==> src/rtl/kbd_pkg.sv <==
// Shared constants, state encoding and scan-code key map for the PS/2 keyboard controller.
package kbd_pkg;

  localparam logic [7:0] CODE_E0    = 8'hE0;
  localparam logic [7:0] CODE_F0    = 8'hF0;
  localparam logic [7:0] CODE_OVR_0 = 8'h00;
  localparam logic [7:0] CODE_OVR_1 = 8'hFF;

  localparam int unsigned KEY_W = 5;

  localparam logic [2:0] KEY_UP    = 3'd0;
  localparam logic [2:0] KEY_LEFT  = 3'd1;
  localparam logic [2:0] KEY_DOWN  = 3'd2;
  localparam logic [2:0] KEY_RIGHT = 3'd3;
  localparam logic [2:0] KEY_BOMB  = 3'd4;

  localparam logic [7:0] P1_UP    = 8'h1D;
  localparam logic [7:0] P1_LEFT  = 8'h1C;
  localparam logic [7:0] P1_DOWN  = 8'h1B;
  localparam logic [7:0] P1_RIGHT = 8'h23;
  localparam logic [7:0] P1_BOMB  = 8'h29;

  localparam logic [7:0] P2_UP    = 8'h75;
  localparam logic [7:0] P2_LEFT  = 8'h6B;
  localparam logic [7:0] P2_DOWN  = 8'h72;
  localparam logic [7:0] P2_RIGHT = 8'h74;
  localparam logic [7:0] P2_BOMB  = 8'h5A;

  typedef enum logic [1:0] {
    S_IDLE = 2'd0,
    S_E0   = 2'd1,
    S_F0   = 2'd2,
    S_E0F0 = 2'd3
  } kbd_state_e;

  typedef struct packed {
    logic       hit;
    logic       p2;
    logic [2:0] idx;
  } key_hit_t;

  // Extended flag is part of the match: keypad codes without E0 stay unmapped.
  function automatic key_hit_t key_lookup(input logic [7:0] code, input logic ext);
    key_hit_t r;
    r = '{hit: 1'b1, p2: 1'b0, idx: KEY_UP};
    if (!ext && code == P1_UP)         r.idx = KEY_UP;
    else if (!ext && code == P1_LEFT)  r.idx = KEY_LEFT;
    else if (!ext && code == P1_DOWN)  r.idx = KEY_DOWN;
    else if (!ext && code == P1_RIGHT) r.idx = KEY_RIGHT;
    else if (!ext && code == P1_BOMB)  r.idx = KEY_BOMB;
    else begin
      r.p2 = 1'b1;
      if (ext && code == P2_UP)          r.idx = KEY_UP;
      else if (ext && code == P2_LEFT)   r.idx = KEY_LEFT;
      else if (ext && code == P2_DOWN)   r.idx = KEY_DOWN;
      else if (ext && code == P2_RIGHT)  r.idx = KEY_RIGHT;
      else if (!ext && code == P2_BOMB)  r.idx = KEY_BOMB;
      else                               r.hit = 1'b0;
    end
    return r;
  endfunction

endpackage

==> src/rtl/kbd_sync_edge.sv <==
// Multi-flop synchroniser for an asynchronous level plus a registered rising-edge pulse.
module kbd_sync_edge #(
  parameter int unsigned STAGES = 2
) (
  input  logic clk,
  input  logic reset_n,
  input  logic async_in,
  output logic pulse
);

  logic [STAGES-1:0] sync_q, sync_d;
  logic              prev_q, prev_d;
  logic              pulse_q, pulse_d;

  always_comb begin
    sync_d  = {sync_q[STAGES-2:0], async_in};
    prev_d  = sync_q[STAGES-1];
    pulse_d = sync_q[STAGES-1] & ~prev_q;
  end

  always_ff @(posedge clk) begin
    if (!reset_n) begin
      sync_q  <= '0;
      prev_q  <= 1'b0;
      pulse_q <= 1'b0;
    end else begin
      sync_q  <= sync_d;
      prev_q  <= prev_d;
      pulse_q <= pulse_d;
    end
  end

  assign pulse = pulse_q;

endmodule

==> src/rtl/kbd_scan_ctrl.sv <==
// Scan-code set 2 message sequencer: tracks E0/F0 prefixes, held keys for two players, events and errors.
module kbd_scan_ctrl
  import kbd_pkg::*;
#(
  parameter int unsigned SYNC_STAGES    = 2,
  parameter int unsigned TIMEOUT_CYCLES = 50000
) (
  input  logic             clk,
  input  logic             reset_n,
  input  logic [7:0]       kbd_data,
  input  logic             kbd_valid,
  input  logic             clr_keys,
  output logic [KEY_W-1:0] p1_keys,
  output logic [KEY_W-1:0] p2_keys,
  output logic             evt_valid,
  output logic [7:0]       evt_code,
  output logic             evt_ext,
  output logic             evt_break,
  output logic             err
);

  localparam int unsigned CNT_W = $clog2(TIMEOUT_CYCLES + 1);

  logic byte_stb;

  kbd_sync_edge #(.STAGES(SYNC_STAGES)) u_sync (
    .clk      (clk),
    .reset_n  (reset_n),
    .async_in (kbd_valid),
    .pulse    (byte_stb)
  );

  kbd_state_e       state_q, state_d;
  logic [CNT_W-1:0] cnt_q, cnt_d;
  logic [KEY_W-1:0] p1_q, p1_d, p2_q, p2_d;
  logic             evt_valid_q, evt_valid_d;
  logic [7:0]       code_q, code_d;
  logic             ext_q, ext_d, brk_q, brk_d;
  logic             err_q, err_d;
  logic             cur_ext_c, cur_brk_c;
  key_hit_t         hit_c;

  always_comb begin
    state_d     = state_q;
    cnt_d       = cnt_q;
    p1_d        = p1_q;
    p2_d        = p2_q;
    evt_valid_d = 1'b0;
    code_d      = code_q;
    ext_d       = ext_q;
    brk_d       = brk_q;
    err_d       = 1'b0;
    cur_ext_c   = (state_q == S_E0) || (state_q == S_E0F0);
    cur_brk_c   = (state_q == S_F0) || (state_q == S_E0F0);
    hit_c       = key_lookup(kbd_data, cur_ext_c);

    if (byte_stb) begin
      cnt_d = '0;
      if (kbd_data == CODE_OVR_0 || kbd_data == CODE_OVR_1) begin
        p1_d    = '0;
        p2_d    = '0;
        err_d   = 1'b1;
        state_d = S_IDLE;
      end else if (kbd_data == CODE_E0) begin
        err_d   = (state_q != S_IDLE);
        state_d = S_E0;
      end else if (kbd_data == CODE_F0) begin
        if (state_q == S_IDLE) begin
          state_d = S_F0;
        end else if (state_q == S_E0) begin
          state_d = S_E0F0;
        end else begin
          err_d   = 1'b1;
          state_d = S_F0;
        end
      end else begin
        evt_valid_d = 1'b1;
        code_d      = kbd_data;
        ext_d       = cur_ext_c;
        brk_d       = cur_brk_c;
        state_d     = S_IDLE;
        if (hit_c.hit) begin
          if (hit_c.p2) p2_d[hit_c.idx] = ~cur_brk_c;
          else          p1_d[hit_c.idx] = ~cur_brk_c;
        end
      end
    end else if (state_q != S_IDLE) begin
      // Abandon a dangling prefix if the next byte never arrives.
      if (cnt_q == CNT_W'(TIMEOUT_CYCLES - 1)) begin
        cnt_d   = '0;
        err_d   = 1'b1;
        state_d = S_IDLE;
      end else begin
        cnt_d = cnt_q + CNT_W'(1);
      end
    end else begin
      cnt_d = '0;
    end

    if (clr_keys) begin
      p1_d = '0;
      p2_d = '0;
    end
  end

  always_ff @(posedge clk) begin
    if (!reset_n) begin
      state_q     <= S_IDLE;
      cnt_q       <= '0;
      p1_q        <= '0;
      p2_q        <= '0;
      evt_valid_q <= 1'b0;
      code_q      <= '0;
      ext_q       <= 1'b0;
      brk_q       <= 1'b0;
      err_q       <= 1'b0;
    end else begin
      state_q     <= state_d;
      cnt_q       <= cnt_d;
      p1_q        <= p1_d;
      p2_q        <= p2_d;
      evt_valid_q <= evt_valid_d;
      code_q      <= code_d;
      ext_q       <= ext_d;
      brk_q       <= brk_d;
      err_q       <= err_d;
    end
  end

  assign p1_keys   = p1_q;
  assign p2_keys   = p2_q;
  assign evt_valid = evt_valid_q;
  assign evt_code  = code_q;
  assign evt_ext   = ext_q;
  assign evt_break = brk_q;
  assign err       = err_q;

endmodule
==> config.mk <==
export PLATFORM = sky130hd
export DESIGN_NAME = kbd_scan_ctrl
export DESIGN_NICKNAME = d
export VERILOG_FILES = /design/src/rtl/kbd_pkg.sv /design/src/rtl/kbd_sync_edge.sv /design/src/rtl/kbd_scan_ctrl.sv
export SDC_FILE = /design/constraint.sdc
export NUM_CORES = 1
export LEC_CHECK = 0
export BUFFER_PORTS_ARGS = -buffer_cell sky130_fd_sc_hd__buf_2
export CORE_ASPECT_RATIO = 0.9
export CORE_MARGIN = 5
export CORE_UTILIZATION = 33
export DETAILED_ROUTE_END_ITERATION = 10
export HOLD_SLACK_MARGIN = 0.06
export PLACE_DENSITY = 0.55
export SYNTH_ARGS = -nofsm -noshare
export SYNTH_HDL_FRONTEND = slang
export SYNTH_SLANG_ARGS = --single-unit
==> constraint.sdc <==
create_clock -name clk -period 2.7 [get_ports clk]
set_input_delay 0 -clock clk [delete_from_list [all_inputs] [get_ports clk]]
set_output_delay 0 -clock clk [all_outputs]
set_load 0.005 [all_outputs]
## Word-level counts from Yosys, hierarchy flattened

Index checks and enable logic that the tools add are counted.

- Bits of input ports: 12
- Flip-flop bits (word level): 44
- Logic and storage cells: 124

- Equality and inequality tests: 20
- Bitwise gates (word level): 9
- $add $sub $neg: 1
- Order comparisons: 2
- Reduce and logical (&&, ||, !) cells: 29
- Mux-type cells: 51

Operators by type and width:

| operator | number |
|---|---|
| two-way mux 5 bit | 10 |
| equality test 8 x 7 -> 1 bit, second input constant | 5 |
| two-way mux 3 bit | 10 |
| equality test 8 x 5 -> 1 bit, second input constant | 3 |
| equality test 8 bit, second input constant | 3 |
| two-way mux 2 bit | 11 |
| two-way mux 1 bit | 17 |
| adder 16 x 1 -> 16 bit, second input constant | 1 |
| equality test 16 bit, second input constant | 1 |
| equality test 8 x 6 -> 1 bit, second input constant | 2 |
| logical AND 1 bit | 11 |
| bitwise mux 5 bit | 2 |
| AND reduction 5 bit | 2 |
| nonzero test 2 bit | 5 |
| zero test 8 bit | 1 |
| inverter 1 bit | 8 |
| OR reduction 4 bit | 2 |
| equality test 2 bit, second input constant | 2 |
| < comparator 3 x 4 -> 1 bit, second input constant | 1 |
| != test 2 bit, second input constant | 2 |
| AND reduction 4 bit | 1 |
| demux 1 bit (select 3 bit) | 1 |
| greater-or-equal comparator 3 x 1 -> 1 bit, second input constant | 1 |
| logical OR 1 bit | 3 |
| other kinds (7) | 7 |

## Logic depth before layout (Yosys ltp)

Gate-level depths: netlist (run 1).

- Depth in word-level cells: 24
- Depth in mapped cells: 8
- Gate-level depth less buffers: 7

## By module

A second synthesis (run 1) with hierarchy kept.

- Cell total of the unflattened synthesis: 262
- Area, all modules: 2197.1 um^2

Modules (own cells, without submodules):

| module | times used | cells each | area an instance (um^2) |
|---|---|---|---|
| kbd_scan_ctrl | 1 | 254 | 2085.8 |
| kbd_sync_edge | 1 | 8 | 111.4 |

## Worst setup path after synthesis (run 1)

No wires, ideal clock.

- Kind: reg2reg
- From: reg state_q[0]
- To: reg p2_q[2], in the netlist p2_keys[2]
- Slack: 0.715 ns
- Data arrival time: 1.867 ns
- Buffers on the path: 0
- Setup time: 0.117 ns
- Data required time: 2.583 ns
- Stages on the path, launching flop included: 7
- Path through: dfxtp_1 or3_4 or4_4 o41ai_4 o311a_2 o21ai_1 a32o_1

- Cells in the longest elaborated chain, start to end: 24
- Elaborated cells between the ends (all ways): 51

Ends and longest elaborated chain:

| item | line | source |
|---|---|---|
| from (decl) | kbd_scan_ctrl.sv:33 | `kbd_state_e state_q, state_d;` |
| from (signal assigned) | kbd_scan_ctrl.sv:118 | `state_q <= state_d;` |
| equality test 2 x 1 -> 1 bit / equality test 2 bit (equally long branches) | kbd_scan_ctrl.sv:53, kbd_scan_ctrl.sv:54 |  |
| logical OR 1 bit | kbd_scan_ctrl.sv:53 | `cur_ext_c = (state_q == S_E0) \|\| (state_q == S_E0F0);` |
| zero test 1 bit | -- |  |
| logical AND 1 bit | kbd_pkg.sv:57 | `else if (!ext && code == P2_BOMB) r.idx = KEY_BOMB;` |
| two-way mux 3 bit | kbd_pkg.sv:57 |  |
| two-way mux 3 bit | kbd_pkg.sv:56 | `else if (ext && code == P2_RIGHT) r.idx = KEY_RIGHT;` |
| two-way mux 3 bit | kbd_pkg.sv:55 | `else if (ext && code == P2_DOWN) r.idx = KEY_DOWN;` |
| two-way mux 3 bit | kbd_pkg.sv:54 | `else if (ext && code == P2_LEFT) r.idx = KEY_LEFT;` |
| [8 not listed] | -- |  |
| two-way mux 1 bit (implied by the code) | kbd_scan_ctrl.sv:83 | `if (hit_c.p2) p2_d[hit_c.idx] = ~cur_brk_c;` |
| demux 1 bit (select 3 bit) | kbd_scan_ctrl.sv:83 |  |
| bitwise mux 5 bit | kbd_scan_ctrl.sv:83 |  |
| two-way mux 5 bit | kbd_scan_ctrl.sv:83 |  |
| two-way mux 5 bit | kbd_scan_ctrl.sv:82 | `if (hit_c.hit) begin` |
| two-way mux 5 bit | kbd_scan_ctrl.sv:67 | `end else if (kbd_data == CODE_F0) begin` |
| two-way mux 5 bit | kbd_scan_ctrl.sv:64 | `end else if (kbd_data == CODE_E0) begin` |
| two-way mux 5 bit | kbd_scan_ctrl.sv:59 | `if (kbd_data == CODE_OVR_0 \|\| kbd_data == CODE_OVR_1) begin` |
| to (signal assigned) | kbd_scan_ctrl.sv:121 | `p2_q <= p2_d;` |
| to (decl) | kbd_scan_ctrl.sv:35 | `logic [KEY_W-1:0] p1_q, p1_d, p2_q, p2_d;` |

Several ways; a longest one is shown, not always the timed one. The select of a mux whose other input is x is not followed.
A chain may end at the register's enable or synchronous reset.

## Final worst setup path (run 1)

Same ends and word-level chain as after synthesis.

==> impl_metrics.yaml, run 1 <==
run_status:
  status: "finished, final reports clean"
logic_synthesis:
  synthTopCellsByArea: "dfxtp_1 40%, nor2_1 4.6%, mux2i_1 4.5%"
  synth_top_area_share_pct: 39.6
  synthesis.area_sq_mm: 0.00223
  syn_area_per_cell_sq_um: 9.24
  synth_top_area_cell: "dfxtp_1"
  async_flop_share_pct: 0
  synthCells: 241
  ys_seq_area_share_pct: 39.6
  syn_nets: 254
  synthDistinctLibCells: 56
  yosys_warnings: 0
  synth_edf_count: 0
  ys_seq_elements: 44
  synth_ff_type: "dfxtp_1"
critical_path:
  r2r_slack_ns: 0.49
  crit_type: "reg2reg"
  crit_chain: "nand4b_1 > nor4_1 > or2_2 > nor3b_1 > o21ai_1 > a32o_1"
  cp_max_fo: 8
  r2r_cells: 6
  timing.rr.start: "state_q[0]"
  path_depth: 6
  slowest_delay_ns: 0.48
  cp.required_ns: 2.89
  endpoint_kind: "flip-flop"
  r2r_end: "p2_keys[2]"
  cp.arrival_ns: 2.40
  slowest_stage: "dfxtp_1"
  cp_num_buf_inv: 0
  crit_family: "simple AND/OR/NAND/NOR gates"
  crit_path_start_kind: "flip-flop"
pwr:
  power.switching_mw: 0.283
  p_seq_share_pct: 51.5
  power_frac_comb_pct: 6.2
  power_switching_share_pct: 22.2
  leakage_nw: 0.985
  p_int_mw: 0.991
  p_clk_share_pct: 42.3
  ir_drop_v: 0.000220
  powerDensity_mw_per_mm2: 498
clock_network:
  clk_latency_ns: 0.30
  cts_max_level: 2
  cts-root-buf: "clkbuf_8"
  cts_buffers: 5
  post-cts-setup-buffer-count: 0
  cts_sinks: 44
  cts.clk_slew.worst_paths_ns: 0.09
  tritoncts: "yes"
  clock_tree.buffer_depth: 2
global_route:
  grt_overflow_total: 0
  grt_pass1_wl_microns: 8110
  grt_start_max_net_pins: 21
  grt_usage_pct: 12.2
  grt_antenna_before_repair: 0
  grt_pass1_vias: 1682
routing:
  viasPerCell: 4.97
  drt-pass1-iter-count: 4
  wire_per_inst_microns: 13.3
  highest_layer: "met4"
  route.met2.wl_microns: 2220
  antenna_left: 0
  route.detailed.drc: 0
  wl_microns: 4860
  drt-met1-wl_microns: 2380
  dr_total_vias: 1813
  dr_wl_met3_microns: 190
  first_iter_violations: 68
die:
  ios: 34
  core_area_sq_mm: 0.00659
  die_h_microns: 87.9
  dieArea_sq_mm: 0.00849
  std_cell_rows: 28
  chipWidth_microns: 96.6
  start_util_pct: 33.8
place:
  dp.cells: 353
  hpwl_microns: 3600
  finalWeightedCongestion: 0.859
  buffer_ports.inserted: 33
cells_and_area:
  final_util_pct: 38.9
  fin_nets: 287
  antenna_cells: 0
  syn_to_final_growth_pct: 15.0
  fin_cells: 365
  drive_above_1_share_pct: 23.3
min_path:
  hold_path_end: "evt_code[3]"
  min_from: "kbd_data[3]"
  hp-class: "in2reg"
  hold_depth: 3
sta:
  max_freq_ghz: 0.453
  hold_viol_final: 0
  finalCriticalPeriod_ns: 2.21
  tightest_slew_ns: 0.633
  period_share_pct: 81.8
  slew_headroom_pct: 57.7
  fin_worst_skew_ns: 0.00698
  final-setup-viol-count: 0
  rsz0062_at_grt: "no"
  finalSetupTns_ns: 0
  slew_viol_final: 0
flow_run:
  drv_cap: 0
==> power groups by stage <==
stage	registers, mW	logic [mW]	clock network, mW
after floorplan	0.672	0.0573	0
after global placement	0.672	0.0747	0
after detailed placement	0.672	0.0744	0
after CTS	0.657	0.0794	0.554
after global routing	0.658	0.0873	0.586
final	0.657	0.0787	0.539
==> sequential cells by signal, indices dropped and copies added (netlist names) <==
| register | flops |
|---|---|
| cnt_q | 16 |
| err | 1 |
| evt_break | 1 |
| evt_code | 8 |
| evt_ext | 1 |
| evt_valid | 1 |
| p1_keys | 5 |
| p2_keys | 5 |
| state_q | 2 |
| u_sync.prev_q | 1 |
| u_sync.pulse | 1 |
| u_sync.sync_q | 2 |
==> layout by cell type, fill, tap and decap left out, types with 3 or more instances in the layout <==
master / Yosys / final
and2_1: 4 / 4
nor3_1: 5 / 5
xnor2_1: 7 / 7
nor4_1: 3 / 3
o221a_2: 3 / 3
nand3b_1: 5 / 5
nand4_1: 4 / 4
nand3_1: 14 / 14
o21ai_0: 8 / 8
clkbuf_8: 4 / 6
dfxtp_1: 44 / 44
and3_1: 7 / 7
xor2_1: 8 / 8
nor2b_1: 10 / 10
buf_2: 0 / 33
mux2i_1: 10 / 10
dlygate4sd3_1: 0 / 4
nand2_1: 15 / 15
nor3b_1: 3 / 3
a21oi_1: 7 / 7
a21boi_0: 3 / 3
and3_2: 3 / 3
nor2_1: 27 / 27
==> per-layer routing <==
metal,vias to the layer above,global-route usage [%]
li1,920,-
met1,861,16.5
met2,24,18.9
met3,8,3.09
met4,0,4.20
met5,-,0
==> synth_stat cells (2+ instances only) <==
cell type / number
nor2_1: 27
nor4_1: 3
and2b_2: 2
nor4b_1: 2
nand3_1: 14
dfxtp_1: 44
nand3b_1: 5
xnor2_1: 7
nand4b_1: 2
mux2i_1: 10
buf_4: 2
inv_1: 2
xor2_1: 8
nand4_1: 4
clkbuf_1: 3
o211ai_1: 2
a21oi_1: 7
nor3_1: 5
nor2b_1: 10
or2_2: 2
nand2_1: 15
and3_1: 7
and3_2: 3
or2b_2: 2
o21ai_1: 2
nor3b_1: 3
and2_1: 4
o21ai_0: 8
a21boi_0: 3
o221a_2: 3
buf_6: 2
clkbuf_8: 4
==> worst max path at each step <==
stage,end,startpoint
final,p2_keys[2],state_q[0]
after global routing,p2_keys[2],state_q[0]
after CTS,p2_keys[2],state_q[0]
after detailed placement,p2_keys[2],state_q[0]
after global placement,p2_keys[2],state_q[0]
after floorplan,p2_keys[2],state_q[0]
==> layout make-up <==
cell class | instances | area (sq um)
Timing Repair Buffer | 38 | 213
Sequential cell | 44 | 881
Multi-Input combinational cell | 183 | 1220
Tap cell | 90 | 113
Inverter | 2 | 7.51
Clock buffer | 6 | 82.6
Fill cell | 701 | 4030
Clock inverter | 2 | 38.8
==> worst reg2reg max path, cell delays in order, from the launching register on <==
cell and delay, ns:
dfxtp_1 0.48, nand4b_1 0.28, nor4_1 0.40, or2_2 0.18
nor3b_1 0.39, o21ai_1 0.12, a32o_1 0.26
==> cells by family (layout without fill, tap and decap cells) <==
family                     count (synthesis)  count (layout)  synth area share [%]
muxes                                     10              10                  4.50
AOI/OAI and AO/OA                         37              37                  13.4
xor gates and xnor gates                  15              15                  5.90
and+or+nand+nor                          120             120                  30.7
adders and majority gates                  1               1                 0.562
buffers and inverters                     14              48                  5.40
DFF                                       44              44                  39.6
==> timing repair <==
| item | in CTS | in global routing |
|---|---|---|
| hold buffers | 4 | 0 |
| gates resized for setup | 0 | 0 |
| endpoints found under the hold margin | 8 | 0 |
==> metrics by stage <==
step | cell area [sq um] | hold WS [ns] | total power [mW] | setup slack (ns)
2_1_floorplan | 2230 | 0.127 | 0.729 | 0.715
3_3_place_gp | 2400 | 0.213 | 0.747 | 0.629
3_5_place_dp | 2400 | 0.230 | 0.746 | 0.545
4_1_cts | 2560 | 0.0918 | 1.29 | 0.528
5_1_grt | 2560 | 0.108 | 1.33 | 0.244
6_report | 2560 | 0.101 | 1.27 | 0.492
(Power assumes the default switching activity.)
==> run 2: changes to the inputs <==
ABC_AREA = 1   (was default)
clock period = 2.3 ns   (was 2.7 ns; I/O delays follow)
==> run 2 against run 1 <==
Global-route usage grew 0.26 points. Wire length grew 2.9%. Clock skew grew 0.0044 ns. Critical path depth grew 6. Synthesized cell count grew 32%. Sequential share of layout area shrank 1.8 points. Power grew 17%. Worst hold slack lost 0.038 ns. Register-to-register slack lost 0.26 ns. First-iteration DRC count shrank 13%.
==> impl_metrics.yaml, run 2 <==
run_status:
  status: "finished, final reports clean"
cells_and_area:
  multi_input_area_sq_mm: 0.00115
  register_area_sq_um: 881
  syn_to_final_growth_pct: 23.6
  largest-register: "cnt_q"
  layout_common_cells: "78 x nand2_1, 48 x nor2_1, 44 x dfxtp_1"
  antenna_cells: 0
  mostFrequentLayoutCell: "nand2_1"
  largest_reg_flops: 16
  nFillCells: 711
  fin_nets: 382
  final_util_pct: 41.5
  drive_above_1_share_pct: 21.9
  fin_area_sq_mm: 0.00270
clock_network:
  cts-root-buf: "clkbuf_8"
  cts_resized: 0
  cts.clk_slew.worst_paths_ns: 0.09
  cts_max_level: 2
  tritoncts: "yes"
  clock_tree.buffer_depth: 2
  clk_latency_ns: 0.29
  cts_sinks: 44
  cts_buffers: 5
logic_synthesis:
  yosysMostFrequentCell: "nand2_1"
  synth_top_area_cell: "dfxtp_1"
  synthDistinctLibCells: 29
  syn_area_per_cell_sq_um: 6.90
  synthesis.area_sq_mm: 0.00219
  synthCells: 317
  synth_top_area_share_pct: 40.3
  synth_commonest_cells: "78 x nand2_1, 48 x nor2_1, 44 x dfxtp_1"
  synthTopCellsByArea: "dfxtp_1 40%, nand2_1 13%, nor2_1 8.2%"
  async_flop_share_pct: 0
  yosys_warnings: 0
  synth_edf_count: 0
  ys_seq_elements: 44
  syn_nets: 330
  ys_seq_area_share_pct: 40.3
  synth_ff_type: "dfxtp_1"
die:
  dieArea_sq_mm: 0.00836
  core_area_sq_mm: 0.00652
  ios: 34
  die_h_microns: 87.2
  std_cell_rows: 28
  chipWidth_microns: 95.8
  start_util_pct: 33.6
sta:
  finalSetupTns_ns: 0
  hold_viol_final: 0
  slew_headroom_pct: 73.0
  finalCriticalPeriod_ns: 2.17
  max_freq_ghz: 0.460
  final-setup-viol-count: 0
  slew_viol_final: 0
  fin_worst_skew_ns: 0.0114
  period_share_pct: 94.4
  tightest_slew_ns: 0.403
  rsz0062_at_grt: "no"
global_route:
  grt_pass1_wl_microns: 8390
  grt_antenna_before_repair: 0
  grt_overflow_total: 0
  grt_usage_pct: 12.5
  grt_pass1_vias: 1909
  grt_start_max_net_pins: 19
critical_path:
  r2r_cells: 7
  cp_num_buf_inv: 4
  cp.required_ns: 2.54
  cp.arrival_ns: 2.41
  slowest_delay_ns: 0.55
  slowest_stage: "dlygate4sd3_1"
  endpoint_kind: "flip-flop"
  crit_path_start_kind: "input pin"
  crit_type: "in2reg"
  crit_chain: "dlygate4sd3_1 > buf_2 > nand2_2 > inv_2 > nand2_2 > nor2_4 > nor3_2 > nand2_1 > nor2_4 > o21ai_0 > a21oi_1 > dlygate4sd3_1"
  crit_family: "buffers and inverters"
  cp_max_fo: 14
  path_depth: 12
place:
  hpwl_microns: 3770
  post_dp_cell_area_sq_mm: 0.00245
  finalWeightedCongestion: 0.819
  buffer_ports.inserted: 33
routing:
  first_iter_violations: 59
  viasPerCell: 4.45
  route.detailed.drc: 0
  wl_microns: 5000
  wire_per_inst_microns: 10.9
  antenna_left: 0
  dr_total_vias: 2048
  drt-pass1-iter-count: 4
pwr:
  leakage_nw: 1.18
  ir_drop_v: 0.000306
  powerDensity_mw_per_mm2: 550
min_path:
  hold_depth: 3
  hp-class: "in2reg"
flow_run:
  drv_cap: 0
[run 2: changes by cell type after synthesis, moves of 7 or more]
| cell | delta |
|---|---|
| nor2b_1 | -10 |
| nor2_1 | +21 |
| xnor2_1 | -7 |
| mux2i_1 | -10 |
| inv_2 | +10 |
| a21oi_1 | +18 |
| nand2_1 | +63 |
| inv_1 | +24 |
[run 2: timing repair]
item,CTS,global route
buffers inserted,0,4
hold buffers,11,0
setup endpoints to repair,0,2
hold endpoints to repair,12,0
[run 2: cells by family (layout without fill, tap and decap cells)]
group,count (synthesis),after routing,share of synthesized area [%]
compound gates,43,43,10.8
fa+ha+maj,1,1,0.572
xor+xnor,5,5,2.00
simple gates,184,184,39.1
buf+inv,40,93,7.26
flops,44,44,40.3
[run 2: worst paths after layout]
kind	from	end	slack, ns
worst max register to register	u_sync.pulse	evt_code[2]	0.23
worst max-delay path	kbd_data[5]	evt_code[2]	0.13
worst min-delay path	kbd_data[7]	evt_code[7]	0.06
worst min register to register	u_sync.prev_q	u_sync.pulse	0.39
[run 2: report_power, final]
group / switching (mW) / internal [mW] / leakage (nW)
clock network: 0.274 / 0.327 / 0.0548
logic: 0.0652 / 0.0434 / 0.765
registers: 0.00520 / 0.771 / 0.356
total: 0.344 / 1.14 / 1.18
[run 2: area by class of cell]
| type | count | area share [%] |
|---|---|---|
| clock buffer | 5 | 2.55 |
| clock inverter | 3 | 1.71 |
| inverter | 36 | 5.00 |
| multi-input combinational | 233 | 42.4 |
| sequential | 44 | 32.6 |
| tap | 90 | 4.16 |
| timing repair buffer | 49 | 11.6 |
[run 2: routing by layer]
| metal | GRT usage, % | routed length, microns |
|---|---|---|
| met3 | 3.37 | 194 |
| met1 | 16.6 | 2480 |
| met5 | 0 | 0 |
| met4 | 2.71 | 25 |
| met2 | 20.1 | 2300 |
[run 2: through the flow]
stage | total power, mW | hold slack [ns] | std cells | setup slack, ns
6_report | 1.49 | 0.0636 | 460 | 0.128
5_1_grt | 1.55 | 0.0718 | 460 | 0.0163
4_1_cts | 1.51 | 0.0606 | 456 | 0.145
3_5_place_dp | 0.887 | 0.190 | 437 | 0.678
3_3_place_gp | 0.887 | 0.186 | 437 | 0.687
2_1_floorplan | 0.851 | 0.0976 | 317 | 0.845
[run 2: worst reg2reg max path, delay by kind of cell, from the launching register on]
kind            cells  cell delay, ns
buf+inv             2            0.67
flops               1            0.41
compound gates      2            0.28
simple gates        3            0.68
==> run 3: changes to the inputs <==
ABC_AREA = default   (was 1)
HOLD_SLACK_MARGIN = 0.12   (was 0.06)
==> run 3 against run 2 <==
Clock power grew 4.8%. Cell area shrank 3.1%. Critical path depth shrank 4. Die area grew 1.6%.
==> impl_metrics.yaml, run 3 (synthesis gave the netlist of run 1 again) <==
clock_network:
  cts.clk_slew.worst_paths_ns: 0.09
  cts_buffers: 5
  tritoncts: "yes"
  clk_latency_ns: 0.30
  cts_sinks: 44
  post-cts-setup-buffer-count: 0
  cts-root-buf: "clkbuf_8"
  cts_max_level: 2
  clock_tree.buffer_depth: 2
critical_path:
  r2r_cells: 6
  cp_max_fo: 8
  r2r_slack_ns: 0.16
  crit_type: "in2reg"
  timing.rr.start: "state_q[0]"
  cp.arrival_ns: 2.39
  crit_path_start_kind: "input pin"
  r2r_end: "p2_keys[2]"
  cp.required_ns: 2.49
  endpoint_kind: "flip-flop"
pwr:
  powerDensity_mw_per_mm2: 572
  ir_drop_v: 0.000303
  leakage_nw: 1.02
cells_and_area:
  fin_nets: 293
  largest-register: "cnt_q"
  antenna_cells: 0
  fin_cells: 371
  drive_above_1_share_pct: 23.8
  largest_reg_flops: 16
  fin_area_sq_mm: 0.00262
  layout_common_cells: "44 x dfxtp_1, 33 x buf_2, 27 x nor2_1"
  mostFrequentLayoutCell: "dfxtp_1"
  syn_to_final_growth_pct: 17.7
routing:
  route.detailed.drc: 0
  antenna_left: 0
  first_iter_violations: 94
  wire_per_inst_microns: 13.0
  dr_total_vias: 1810
  wl_microns: 4830
  drt-pass1-iter-count: 4
  viasPerCell: 4.88
place:
  buffer_ports.inserted: 33
  post_dp_cell_area_sq_mm: 0.00241
  dp.cells: 355
  finalWeightedCongestion: 0.850
  hpwl_microns: 3500
  preCtsSetupSlack_ns: 0.201
die:
  dieArea_sq_mm: 0.00849
  start_util_pct: 33.8
  ios: 34
  std_cell_rows: 28
  chipWidth_microns: 96.6
  die_h_microns: 87.9
  core_area_sq_mm: 0.00659
min_path:
  hp-class: "in2reg"
  hold_path_end: "evt_code[2]"
  hold_depth: 3
  min_from: "kbd_data[2]"
sta:
  fin_ws_ns: 0.104
  slew_viol_final: 0
  fin_worst_skew_ns: 0.00774
  slew_headroom_pct: 58.3
  final-setup-viol-count: 0
  tightest_slew_ns: 0.619
  period_share_pct: 95.5
  max_freq_ghz: 0.455
  finalHoldWorstSlack_ns: 0.122
  finalCriticalPeriod_ns: 2.20
  rsz0062_at_grt: "no"
  finalSetupTns_ns: 0
  hold_viol_final: 0
global_route:
  grt_start_max_net_pins: 21
  grt_antenna_before_repair: 0
  grt_overflow_total: 0
  grt_pass1_vias: 1684
  grt_pass1_wl_microns: 8100
  grt_usage_pct: 12.1
run_status:
  status: "finished, final reports clean"
flow_run:
  drv_cap: 0
-- run 3: changes by cell type in the layout (fill, tap and decap cells not counted), sizes merged, moves of 5 or more --
cell	delta
nor2	-30
and2	+5
a21oi	-18
nand2	-69
and3	+9
inv	-35
nor3	-6
xnor2	+7
nor2b	+11
mux2i	+10
-- run 3: timing repair --
action | in CTS | in global routing
endpoints found under the setup margin | 0 | 1
hold buffers | 8 | 0
hold endpoints to repair | 14 | 0
gates resized for setup | 0 | 1
-- run 3: worst max-delay path by stage --
stage	endpoint	depth (start not counted)	start	slack [ns]
2_1_floorplan	p2_keys[2]	6	state_q[0]	0.32
3_3_place_gp	p2_keys[2]	6	state_q[0]	0.24
3_5_place_dp	p2_keys[2]	6	state_q[0]	0.20
4_1_cts	p2_keys[2]	8	kbd_data[6]	0.15
5_1_grt	p1_keys[4]	8	kbd_data[3]	0.003
6_report	p2_keys[2]	8	kbd_data[6]	0.10
-- run 3: critical path: stages --
cell and delay [ns]:
dlygate4sd3_1 0.54, buf_2 0.17, or3_4 0.40, or4_4 0.50, o41ai_4 0.12, o311a_2 0.31
o21ai_1 0.08, a32o_1 0.27
-- run 3: power breakdown --
part           switching (mW)  total (mW)  leakage [nW]  internal (mW)
clock network           0.275       0.630        0.0614          0.355
logic                  0.0530      0.0972         0.599         0.0442
registers             0.00298       0.771         0.355          0.768
total                   0.331        1.50          1.02           1.17
-- run 3: cell type report --
| cell class | count | area (sq um) |
|---|---|---|
| clock inverter | 2 | 38.8 |
| inverter | 2 | 7.51 |
| timing repair buffer | 44 | 268 |
| multi-input combinational | 183 | 1230 |
| clock buffer | 6 | 82.6 |
| fill | 716 | 3970 |
| sequential | 44 | 881 |
| tap | 90 | 113 |
-- run 3: through the flow --
step                power, mW  util, %
floorplan               0.856        -
global placement        0.877     36.6
detailed placement      0.876     36.6
global route             1.57     39.8
finish                   1.50     39.8
CTS                      1.52     39.7
-- run 3: routing by layer --
layer	up-vias	wire [microns]	track usage (%)
met5	-	0	0
met4	0	51	3.06
met3	6	204	3.52
met2	29	2170	18.9
met1	838	2400	16.4
li1	937	-	-
